[src/rtl/wb_initiator.sv]
// Wishbone classic single-cycle initiator.
// Accepts one command at a time on a valid/ready stream and runs it as a
// Wishbone read or write cycle. Each cycle is bounded by a timeout.
// The result is returned on a valid/ready response stream.
// Completed-response and timed-out-response counters are maintained.
module wb_initiator #(
    parameter int TIMEOUT = 16,
    parameter int CNT_W   = 16
) (
    input  logic             wb_clk_i,
    input  logic             wb_rst_i,
    input  logic             cmd_valid,
    output logic             cmd_ready,
    input  logic             cmd_we,
    input  logic [31:0]      cmd_adr,
    input  logic [31:0]      cmd_dat,
    input  logic [3:0]       cmd_sel,
    output logic             rsp_valid,
    input  logic             rsp_ready,
    output logic [31:0]      rsp_dat,
    output logic             rsp_err,
    output logic             wbm_cyc_o,
    output logic             wbm_stb_o,
    output logic             wbm_we_o,
    output logic [3:0]       wbm_sel_o,
    output logic [31:0]      wbm_adr_o,
    output logic [31:0]      wbm_dat_o,
    input  logic             wbm_ack_i,
    input  logic [31:0]      wbm_dat_i,
    output logic [CNT_W-1:0] txn_count,
    output logic [7:0]       err_count
);

    typedef enum logic [1:0] {IDLE, BUS, RESP} state_t;

    // Cycle index at which an unacknowledged bus cycle is abandoned.
    localparam logic [7:0] TMO_LAST = 8'(TIMEOUT - 1);

    state_t             state_q, state_d;
    logic               cyc_q, cyc_d;
    logic               we_q, we_d;
    logic [3:0]         sel_q, sel_d;
    logic [31:0]        adr_q, adr_d;
    logic [31:0]        dat_q, dat_d;
    logic               rsp_valid_q, rsp_valid_d;
    logic [31:0]        rsp_dat_q, rsp_dat_d;
    logic               rsp_err_q, rsp_err_d;
    logic [7:0]         tmo_q, tmo_d;
    logic [CNT_W-1:0]   txn_q, txn_d;
    logic [7:0]         err_q, err_d;

    // Next-state and registered-output computation for the transaction FSM.
    always_comb begin
        state_d     = state_q;
        cyc_d       = cyc_q;
        we_d        = we_q;
        sel_d       = sel_q;
        adr_d       = adr_q;
        dat_d       = dat_q;
        rsp_valid_d = rsp_valid_q;
        rsp_dat_d   = rsp_dat_q;
        rsp_err_d   = rsp_err_q;
        tmo_d       = tmo_q;
        txn_d       = txn_q;
        err_d       = err_q;
        case (state_q)
            IDLE: begin
                if (cmd_valid) begin
                    we_d    = cmd_we;
                    sel_d   = cmd_sel;
                    adr_d   = cmd_adr;
                    dat_d   = cmd_dat;
                    cyc_d   = 1'b1;
                    tmo_d   = 8'd0;
                    state_d = BUS;
                end
            end
            BUS: begin
                // Ack is checked first so a collision with the timeout is
                // treated as a normal completion.
                if (wbm_ack_i) begin
                    cyc_d       = 1'b0;
                    rsp_dat_d   = we_q ? 32'd0 : wbm_dat_i;
                    rsp_err_d   = 1'b0;
                    rsp_valid_d = 1'b1;
                    state_d     = RESP;
                end else if (tmo_q == TMO_LAST) begin
                    cyc_d       = 1'b0;
                    rsp_dat_d   = 32'd0;
                    rsp_err_d   = 1'b1;
                    rsp_valid_d = 1'b1;
                    state_d     = RESP;
                end else begin
                    tmo_d = tmo_q + 8'd1;
                end
            end
            RESP: begin
                if (rsp_ready) begin
                    rsp_valid_d = 1'b0;
                    txn_d       = txn_q + 1'b1;
                    if (rsp_err_q && (err_q != 8'hFF)) begin
                        err_d = err_q + 8'd1;
                    end
                    state_d = IDLE;
                end
            end
            default: state_d = IDLE;
        endcase
    end

    // State and output registers with synchronous reset.
    always_ff @(posedge wb_clk_i) begin
        if (wb_rst_i) begin
            state_q     <= IDLE;
            cyc_q       <= 1'b0;
            we_q        <= 1'b0;
            sel_q       <= 4'd0;
            adr_q       <= 32'd0;
            dat_q       <= 32'd0;
            rsp_valid_q <= 1'b0;
            rsp_dat_q   <= 32'd0;
            rsp_err_q   <= 1'b0;
            tmo_q       <= 8'd0;
            txn_q       <= '0;
            err_q       <= 8'd0;
        end else begin
            state_q     <= state_d;
            cyc_q       <= cyc_d;
            we_q        <= we_d;
            sel_q       <= sel_d;
            adr_q       <= adr_d;
            dat_q       <= dat_d;
            rsp_valid_q <= rsp_valid_d;
            rsp_dat_q   <= rsp_dat_d;
            rsp_err_q   <= rsp_err_d;
            tmo_q       <= tmo_d;
            txn_q       <= txn_d;
            err_q       <= err_d;
        end
    end

    assign cmd_ready = (state_q == IDLE);
    assign wbm_cyc_o = cyc_q;
    assign wbm_stb_o = cyc_q;
    assign wbm_we_o  = we_q;
    assign wbm_sel_o = sel_q;
    assign wbm_adr_o = adr_q;
    assign wbm_dat_o = dat_q;
    assign rsp_valid = rsp_valid_q;
    assign rsp_dat   = rsp_dat_q;
    assign rsp_err   = rsp_err_q;
    assign txn_count = txn_q;
    assign err_count = err_q;

endmodule
[config.mk]
export PLATFORM = sky130hd
export DESIGN_NAME = wb_initiator
export DESIGN_NICKNAME = d
export VERILOG_FILES = /design/src/rtl/wb_initiator.sv
export SDC_FILE = /design/constraint.sdc
export NUM_CORES = 1
export LEC_CHECK = 0
export ABC_AREA = 1
export ABC_CLOCK_PERIOD_IN_PS = 3300
export CAP_MARGIN = 40
export CORE_MARGIN = 10
export CORE_UTILIZATION = 46
export CTS_CLUSTER_DIAMETER = 100
export DETAILED_ROUTE_END_ITERATION = 8
export PLACE_DENSITY = 0.9
export SYNTH_ARGS = -nofsm -noshare
export SYNTH_HDL_FRONTEND = slang
export SYNTH_SLANG_ARGS = --single-unit
export TNS_END_PERCENT = 10
[constraint.sdc]
create_clock -name wb_clk_i -period 3.3 [get_ports wb_clk_i]
set_clock_uncertainty 0.05 [all_clocks]
set_input_delay 0.33 -clock wb_clk_i [delete_from_list [all_inputs] [get_ports wb_clk_i]]
set_output_delay 0.33 -clock wb_clk_i [all_outputs]
set_load 0.01 [all_outputs]
==> run metrics, run 1 <==
CP cell instances inv_1 -> ha_1 -> clkdlybuf4s50_1; hold depth 2; Synth Area in Adders 1.59%; top cell type's share of synthesized area 50.1%; cell count of the worst reg-to-reg path 9; Comb power frac 23.0%; Final min period 2.15 ns; Reg clk slew, reported paths 0.06 ns; nets@finish 1096; design area 8520 um2; Pwr Total 4970 uW; IO Count 236; Cells after Synth 761; hold slack 0.410 ns; Die W 129 um; syn_area_per_cell 7.24 um2; status finished clean; number of synthesized flops with an enable pin 0; initial antenna violation count 0; global route overflow 0; hold_buf cts 0; fin util 73.7%; Worst Path Required 2.92 ns; All-Layer GR Usage 20.7%; post-synthesis simple-gate area fraction 27.1%; f_max 0.465 GHz; CP Class flop to output port; most frequent cell after synthesis nor2_1; First DRT Iteration DRCs 405; part of the cycle the worst path needs 65.2%; Sink Count 138; post-synthesis xor/xnor area fraction 0.795%; switching share of power 27.3%; synth top area cells dfxtp_1 (50%), nor2_1 (16%), o21ai_0 (8.4%); power density over the cells 583 nW/um2; mux share of post-synthesis cell area 0%; Power Internal 3610 uW; layout overhead on the synthesized area 54.7%; RSZ-0062 raised after global routing no; compound-cell area share of the yosys netlist 13.2%; CP Launch Type flop; CTS buffer count 17; Seq pwr share 39.4%; Worst slew margin 56.7%; Crit Reg-Reg Startpoint state_q[0]$_SDFFE_PP0P_; CP peak stage delay 0.64 ns; CTS root buf clkbuf_16; Final setup violation count 0; CP max-delay cell clkdlybuf4s50_1; NetSw 1350 uW; final hold vios 0; largest family of logic cells by synthesized area simple AND/OR/NAND/NOR gates; CP arrival 1.77 ns; row count 39; ys async rst share 0%; Initial DRT Pass Iterations 7; Mapped Area 5510 um2; PortBufs 235; post-route setup TNS 0 ns; Top delay family on crit path buffers and inverters; largest net degree at the start of global routing 93; Max Slew Vio Count 0; hpwl dp 13100 um; Worst R2R End tmo_q[5]$_SDFFE_PP0P_; clock buffer depth 2; Ys Warns 0; worst hold start rsp_dat[19]$_SDFFE_PP0P_; routed wire length 18200 um; Worst Setup End Kind output port; sequential area share after synthesis 50.1%; VDD IR max 0.000397 V; Post-CTS Setup Bufs 0; Core ar. 11600 um2; R2R setup slack 1.17 ns; leakage dissipation 0.00344 uW; #FFs+latches synth 138; Max-Cap Viols 0; Netlist cell types 31; worst path buffer plus inverter count 2; die area 16800 um2; global-route wire length before repair 27600 um; number of nets with antenna violations after routing 0; TritonCTS clock tree yes; Starting Density 47.6%; post-DR vias/cell 4.99; n_diodes 0; clk_lat worst skew 0.41 ns; clock share of power 37.6%; drt wl/cell 16.0 um; H-tree levels 4; worst hold path class flop to flop; post-cts sizing count 0; CP max FO 4; syn_nets 874; most frequent cells after synthesis nor2_1 (231), dfxtp_1 (138), nand2_1 (109); layout cell share with drive strength beyond 1 4.72%; top cell type by total area after synthesis dfxtp_1; hold endpoint rsp_dat[19]$_SDFFE_PP0P_; Main synth FF type dfxtp_1; vias in the first global route 5401; detailed-route via count 5674; DP Area 7930 um2; Residual DRC 0; Worst Max-Slew Pin Slew 0.649 ns; GPL Wtd Cong 0.844; Die Ht 129 um
stage by stage:
stage	std cells	setup WS, ns
after floorplan	761	1.68
after global placement	1107	1.12
after detailed placement	1107	1.04
after CTS	1138	1.12
after global routing	1138	1.00
final	1138	1.15
logic make-up (layout without fill, tap and decap cells):
kind of cell | after synthesis | in the layout
flops | 138 | 138
xor+xnor | 5 | 5
simple gates | 374 | 374
buf+inv | 96 | 330
compound gates | 141 | 141
fa+ha+maj | 7 | 7
layout by cell type (no fill, tap or decap), types with 6 or more instances in the layout:
master	count
clkdlybuf4s50_1	235
nor2_1	231
dfxtp_1	138
nand2_1	108
o21ai_0	93
inv_1	56
a21oi_1	38
clkbuf_16	17
nand3_1	13
clkbuf_8	8
nand4_1	7
ha_1	7
nor3_1	6
cell type report:
| cell class | instances | area (um2) |
|---|---|---|
| Clock buffer | 26 | 539 |
| Clock inverter | 5 | 56.3 |
| Fill cell | 877 | 3040 |
| Inverter | 60 | 225 |
| Multi-Input combinational cell | 527 | 2350 |
| Sequential cell | 138 | 2760 |
| Tap cell | 143 | 179 |
| Timing Repair Buffer | 239 | 2410 |
worst min-delay path, stage by stage, from the launching register on:
cell,delay (ns)
dfxtp_1,0.31
nand2_1,0.06
a21oi_1,0.05
worst max path at each step:
stage	start	endpoint	cells past startpoint
after CTS	state_q[0]$_SDFFE_PP0P_	cmd_ready	3
after detailed placement	wbm_ack_i	rsp_dat[15]$_SDFFE_PP0P_	5
after floorplan	state_q[1]$_SDFFE_PP0P_	tmo_q[0]$_SDFFE_PP0P_	8
after global routing	state_q[0]$_SDFFE_PP0P_	tmo_q[7]$_SDFFE_PP0P_	9
after global placement	wbm_ack_i	rsp_dat[21]$_SDFFE_PP0P_	5
final	state_q[0]$_SDFFE_PP0P_	cmd_ready	3
power by group through the flow:
stage	Sequential, uW	Combinational (uW)	Clock, uW
6_report	1960	1140	1860
3_5_place_dp	1990	1140	0
2_1_floorplan	2060	477	0
3_3_place_gp	1980	1120	0
4_1_cts	1960	1160	1890
5_1_grt	1980	1260	1960
registers in the layout, summed over array words and instances (netlist names), 2 cells and up:
signal,cells
err_count,8
rsp_dat,32
state_q,2
tmo_q,8
txn_count,16
wbm_adr_o,32
wbm_dat_o,32
wbm_sel_o,4
routing by layer:
layer  global-route usage [%]  part of all wire (%)
met5                        0                     0
met4                     6.81                   1.5
met1                     23.1                    40
met2                     35.4                    48
met3                     8.48                    10
(Power assumes the default switching activity.)
==> inputs of run 2 (changes only) <==
- ABC_CLOCK_PERIOD_IN_PS: 3300 -> 2000
- CORE_UTILIZATION: 46 -> 42
- PLACE_DENSITY: 0.9 -> 0.84
- clock period: 3.3 -> 2 ns (I/O delays scaled with it)
==> run metrics, run 2 (synthesis results as in run 1) <==
All-Layer GR Usage 19.3% (-1.5 points); post-DR vias/cell 4.86 (-2.5%); Inst Count DP 1143 (+3.3%); power density over the cells 956 nW/um2 (+64%); GPL Wtd Cong 0.844 (about the same); die area 18100 um2 (+8.0%); Max-Cap Viols 0 (unchanged); Initial DRT Pass Iterations 4 (-3); Worst slew margin 62.3% (+5.6 points); multi-input logic area 2370 um2 (+0.74%); nets@finish 1103 (+0.64%); Worst Max-Slew Pin Slew 0.564 ns (-0.0842 ns); clock buffer depth 2 (unchanged); CTS root buf clkbuf_16; routed wire length 18000 um (-0.91%); Final Worst Setup Slack 0.106 ns (-1.04 ns); CTS buffer count 17 (unchanged); n_diodes 0 (unchanged); global-route wire length before repair 28000 um (+1.6%); Worst Path Required 1.75 ns (-1.17 ns); hold slack 0.296 ns (-0.114 ns); Starting Density 43.3% (-4.3 points); Core ar. 12700 um2 (+10%); part of the cycle the worst path needs 94.7%; number of nets with antenna violations after routing 0 (unchanged); most common cell after layout, fill and taps aside clkdlybuf4s50_1; First DRT Iteration DRCs 371 (-8.4%); Fillers 1070 (+22%); Non-Filler Instances 1173 (+3.1%); global route overflow 0 (unchanged); post-route setup TNS 0 ns (unchanged); CP max FO 4 (unchanged); hpwl dp 13200 um (+0.61%); detailed-route via count 5704 (+0.53%); Worst Setup End Kind output port; Die Ht 135 um (+3.9%); H-tree levels 4 (unchanged); PortBufs 235 (unchanged); dpl ws 0.166 ns (-0.876 ns); CP Class flop to output port; final hold vios 0 (unchanged); leakage dissipation 0.00346 uW (+0.76%); most frequent cells in the layout clkdlybuf4s50_1 (235), nor2_1 (231), dfxtp_1 (138), nand2_1 (108), o21ai_0 (93); Reg clk slew, reported paths 0.05 ns (about the same); initial antenna violation count 0 (unchanged); TritonCTS clock tree yes; RSZ-0062 raised after global routing yes; register area 2760 um2 (unchanged); Residual DRC 0 (unchanged); CP Launch Type flop; worst hold path class input port to flop; row count 41 (+5.1%); status finished clean; Final setup violation count 0 (unchanged); IO Count 236 (unchanged); layout cell share with drive strength beyond 1 5.29% (+0.57 points); Final min period 1.89 ns; CP arrival 1.64 ns (-0.13 ns); vias in the first global route 5398 (-0.056%); hold_buf cts 0 (unchanged); f_max 0.528 GHz; Sink Count 138 (unchanged); drt wl/cell 15.4 um (-3.9%); Max Slew Vio Count 0 (unchanged); layout overhead on the synthesized area 56.8%; Post-CTS Setup Bufs 0 (unchanged); VDD IR max 0.000475 V (+20%); Die W 135 um (+3.9%); largest net degree at the start of global routing 71 (-24%); clk_lat worst skew 0.41 ns (about the same)
==> run 2: routing by layer <==
metal / up-vias / track usage, % / share of wire, %
li1: 2860 / - / -
met5: - / 0 / 0
met4: 0 / 6.23 / 1.5
met3: 20 / 7.68 / 11
met1: 2591 / 23.0 / 42
met2: 233 / 31.0 / 46
==> run 2: layout make-up <==
class,count,area share [%]
multi-input combinational,527,27.5
clock buffer,24,5.81
timing repair buffer,246,28.6
inverter,60,2.61
clock inverter,6,1.01
sequential,138,32.0
tap,172,2.49
==> run 2: worst max-delay path, cell delays in order, from the launching register on <==
cell             delay [ns]
dfxtp_1                0.34
inv_1                  0.13
ha_4                   0.20
clkdlybuf4s50_1        0.56
==> run 2: where the power goes <==
group	switching, uW	leakage [uW]	total (uW)	internal (uW)
Combinational	972	0.00205	1940	971
Sequential	164	0.00113	3220	3060
Clock	1100	0.000280	3090	1980
==> run 2: path summary, 6_finish.rpt <==
path	from	endpoint	slack, ns	cells past startpoint
max	state_q[0]$_SDFFE_PP0P_	cmd_ready	0.11	3
min	wbm_dat_i[29]	rsp_dat[29]$_SDFFE_PP0P_	0.30	3
max reg2reg	state_q[1]$_SDFFE_PP0P_	rsp_dat[17]$_SDFFE_PP0P_	0.19	7
min reg2reg	rsp_dat[29]$_SDFFE_PP0P_	rsp_dat[29]$_SDFFE_PP0P_	0.41	2
==> run 2: what timing repair did <==
| item | 4_1_cts | 5_1_grt |
|---|---|---|
| hold endpoints to repair | 0 | 0 |
| endpoints found under the setup margin | 1 | 1 |
| gates resized for setup | 1 | 2 |
==> run 2: through the flow <==
step	total power [uW]	instance area (um2)	utilization, %
CTS	8320	8620	67.8
detailed placement	5210	8030	63.1
global placement	5160	8030	63.1
floorplan	4190	5510	-
finish	8250	8640	67.9
global route	8680	8640	67.9
==> inputs of run 3 (changes only) <==
- ABC_AREA: 1 -> default
- CELL_PAD_IN_SITES_DETAIL_PLACEMENT: default -> 0
- CELL_PAD_IN_SITES_GLOBAL_PLACEMENT: default -> 1
- CORE_UTILIZATION: 42 -> 30
- MAX_ROUTING_LAYER: default -> met4
==> run metrics, run 3 <==
status finished clean; CTS buffer count 17 (unchanged); global route overflow 0 (unchanged); First DRT Iteration DRCs 219 (-41%); Mapped Area 5390 um2 (-2.1%); Starting Density 30.8% (-12 points); CP max FO 9 (+5); Worst slew margin 68.5% (+6.1 points); Crit Reg-Reg Startpoint state_q[0]$_SDFFE_PP0P_; leakage dissipation 0.00316 uW (-8.7%); Seq pwr share 39.7% (+0.6 points); NetSw 1860 uW (-17%); Ys Warns 0 (unchanged); R2R setup slack 0.17 ns (-0.02 ns); number of synthesized flops with an enable pin 0 (unchanged); synth top area cells dfxtp_1 (51%), nand2_1 (11%), a21oi_1 (7.8%); most frequent cells in the layout clkdlybuf4s50_1 (233), nand2_1 (154), dfxtp_1 (138), a21oi_1 (84), o21ai_0 (29); Worst R2R End txn_count[10]$_SDFFE_PP0P_; CP Launch Type flop; clock share of power 44.0% (+6.6 points); PortBufs 235 (unchanged); worst hold start wb_rst_i; dpl ws 0.108 ns (-0.0582 ns); sequential area share after synthesis 51.2% (+1.1 points); CP Class flop to flop; Worst Max-Slew Pin Slew 0.473 ns (-0.0913 ns); largest net degree at the start of global routing 76 (+7.0%); routed wire length 17600 um (-2.5%); most frequent cell after synthesis nand2_1; Worst Setup End Kind flop; Main synth FF type dfxtp_1; nets@finish 987 (-11%); Comb power frac 16.4% (-7.1 points); power density over the cells 868 nW/um2 (-9.2%); initial antenna violation count 0 (unchanged); Max-Cap Viols 0 (unchanged); Die W 154 um (+15%); row count 48 (+17%); Initial DRT Pass Iterations 4 (unchanged); #FFs+latches synth 138 (unchanged); Fillers 1665 (+56%); VDD IR max 0.000597 V (+26%); register area 2760 um2 (unchanged); hold depth 3 (unchanged); top cell type's share of synthesized area 51.2% (+1.1 points); layout overhead on the synthesized area 61.6%; hold endpoint rsp_dat[19]$_SDFFE_PP0P_; most frequent cells after synthesis nand2_1 (155), dfxtp_1 (138), a21oi_1 (84); layout cell share with drive strength beyond 1 8.23% (+2.9 points); drt wl/cell 15.8 um (+2.9%); Die Ht 154 um (+15%); top cell type by total area after synthesis dfxtp_1; post-route setup TNS 0 ns (unchanged); vias in the first global route 5190 (-3.9%); TritonCTS clock tree yes; Worst Path Required 2.29 ns (+0.54 ns); worst hold path class input port to flop; RSZ-0062 raised after global routing no; syn_area_per_cell 8.44 um2 (+17%); detailed-route via count 5205 (-8.7%); most common cell after layout, fill and taps aside clkdlybuf4s50_1; clock buffer depth 2 (unchanged); clk_lat worst skew 0.41 ns (about the same); GPL Wtd Cong 0.797 (-5.6%); die area 23700 um2 (+31%); f_max 0.545 GHz (+3.2%); n_diodes 0 (unchanged); All-Layer GR Usage 14.5% (-4.7 points); Final min period 1.83 ns (-0.0590 ns); Netlist cell types 48 (+55%); syn_nets 752 (-14%); H-tree levels 4 (unchanged); CTS root buf clkbuf_16; final hold vios 0 (unchanged); Max Slew Vio Count 0 (unchanged); Final setup violation count 0 (unchanged); ys async rst share 0% (unchanged); Cells after Synth 639 (-16%); Reg clk slew, reported paths 0.06 ns (about the same); number of nets with antenna violations after routing 0 (unchanged); Sink Count 138 (unchanged); switching share of power 24.6% (-2.6 points); multi-input logic area 2440 um2 (+2.9%); CP arrival 2.12 ns (+0.48 ns); Power Internal 5700 uW (-5.2%); part of the cycle the worst path needs 91.7% (-3.0 points); Core ar. 17500 um2 (+37%); hpwl dp 12600 um (-4.2%); Residual DRC 0 (unchanged); Final Worst Setup Slack 0.165 ns (+0.0590 ns); post-DR vias/cell 4.68 (-3.7%); IO Count 236 (unchanged); cell count of the worst reg-to-reg path 7 (unchanged); global-route wire length before repair 27500 um (-1.9%)
## run 3: cell count changes after synthesis, sizes merged, moves of 5 or more
| cell | change |
|---|---|
| and2 | +5 |
| a21oi | +46 |
| nand2b | +27 |
| nand2 | +45 |
| nor2 | -210 |
| o21ai | -69 |
| clkbuf | +11 |
| nor2b | +5 |
| nand4 | +19 |
| a22o | +13 |
| inv | -53 |
## run 3: critical path, stage by stage (launching register included)
cell and delay [ns]:
dfxtp_1 0.33, inv_1 0.11, ha_2 0.27, nand3_1 0.11, or2_2 0.29, buf_4 0.15
or3_1 0.30, a21oi_1 0.15
## run 3: metrics by stage
step	utilization [%]	power (uW)	hold WS (ns)	cells	cell area, um2
final	49.9	7560	0.210	1112	8710
after global routing	49.9	7920	0.225	1112	8710
after CTS	49.8	7690	0.201	1112	8710
after detailed placement	46.2	4310	0.396	1080	8080
after global placement	46.2	4310	0.392	1080	8080
after floorplan	-	3580	0.283	639	5390
## run 3: worst max path at each step
stage | startpoint | to | slack (ns) | cells past startpoint
floorplan | state_q[1]$_SDFFE_PP0P_ | tmo_q[0]$_SDFFE_PP0P_ | 0.14 | 7
global placement | state_q[0]$_SDFFE_PP0P_ | txn_count[14]$_SDFFE_PP0P_ | 0.14 | 6
detailed placement | state_q[0]$_SDFFE_PP0P_ | txn_count[10]$_SDFFE_PP0P_ | 0.11 | 7
CTS | state_q[0]$_SDFFE_PP0P_ | txn_count[10]$_SDFFE_PP0P_ | 0.09 | 7
global route | tmo_q[0]$_SDFFE_PP0P_ | state_q[1]$_SDFFE_PP0P_ | 0.004 | 6
finish | state_q[0]$_SDFFE_PP0P_ | txn_count[10]$_SDFFE_PP0P_ | 0.17 | 7
## run 3: cell families (layout without fill, tap and decap cells)
logic type	Yosys count	in the layout	share of synthesized area [%]
XOR/XNOR	11	11	1.79
flip-flops	138	138	51.2
AND/OR/NAND/NOR	281	281	24.6
buffers and inverters	50	298	3.64
AO/OA/AOI/OAI	145	145	15.7
adder cells (fa/ha/maj)	7	7	1.62
multiplexers	7	7	1.37
## run 3: power groups by stage
stage               Clock, uW  Sequential [uW]  Combinational, uW
finish                   3320             3000               1240
floorplan                   0             3130                453
detailed placement          0             3060               1260
CTS                      3430             3000               1260
global route             3550             3020               1360
global placement            0             3050               1260
## run 3: layout make-up
class	count	area share, %
Timing Repair Buffer	260	29.5
Sequential cell	138	31.7
Inverter	6	0.258
Tap cell	225	3.23
Clock buffer	23	5.71
Clock inverter	9	1.55
Multi-Input combinational cell	451	28.0
## run 3: timing repair
action | CTS | global route
endpoints found under the setup margin | 1 | 6
hold buffers | 0 | 0
buffers inserted | 0 | 0
resized for setup | 1 | 2
## run 3: per-layer routing
layer  vias up  global-route usage (%)  share of wire (%)
met4         0                    3.19               0.81
met2       185                    21.0                 43
met5         -                       -                  0
met3        10                    7.25                 11
met1      2355                    17.8                 46
li1       2655                       -                  -
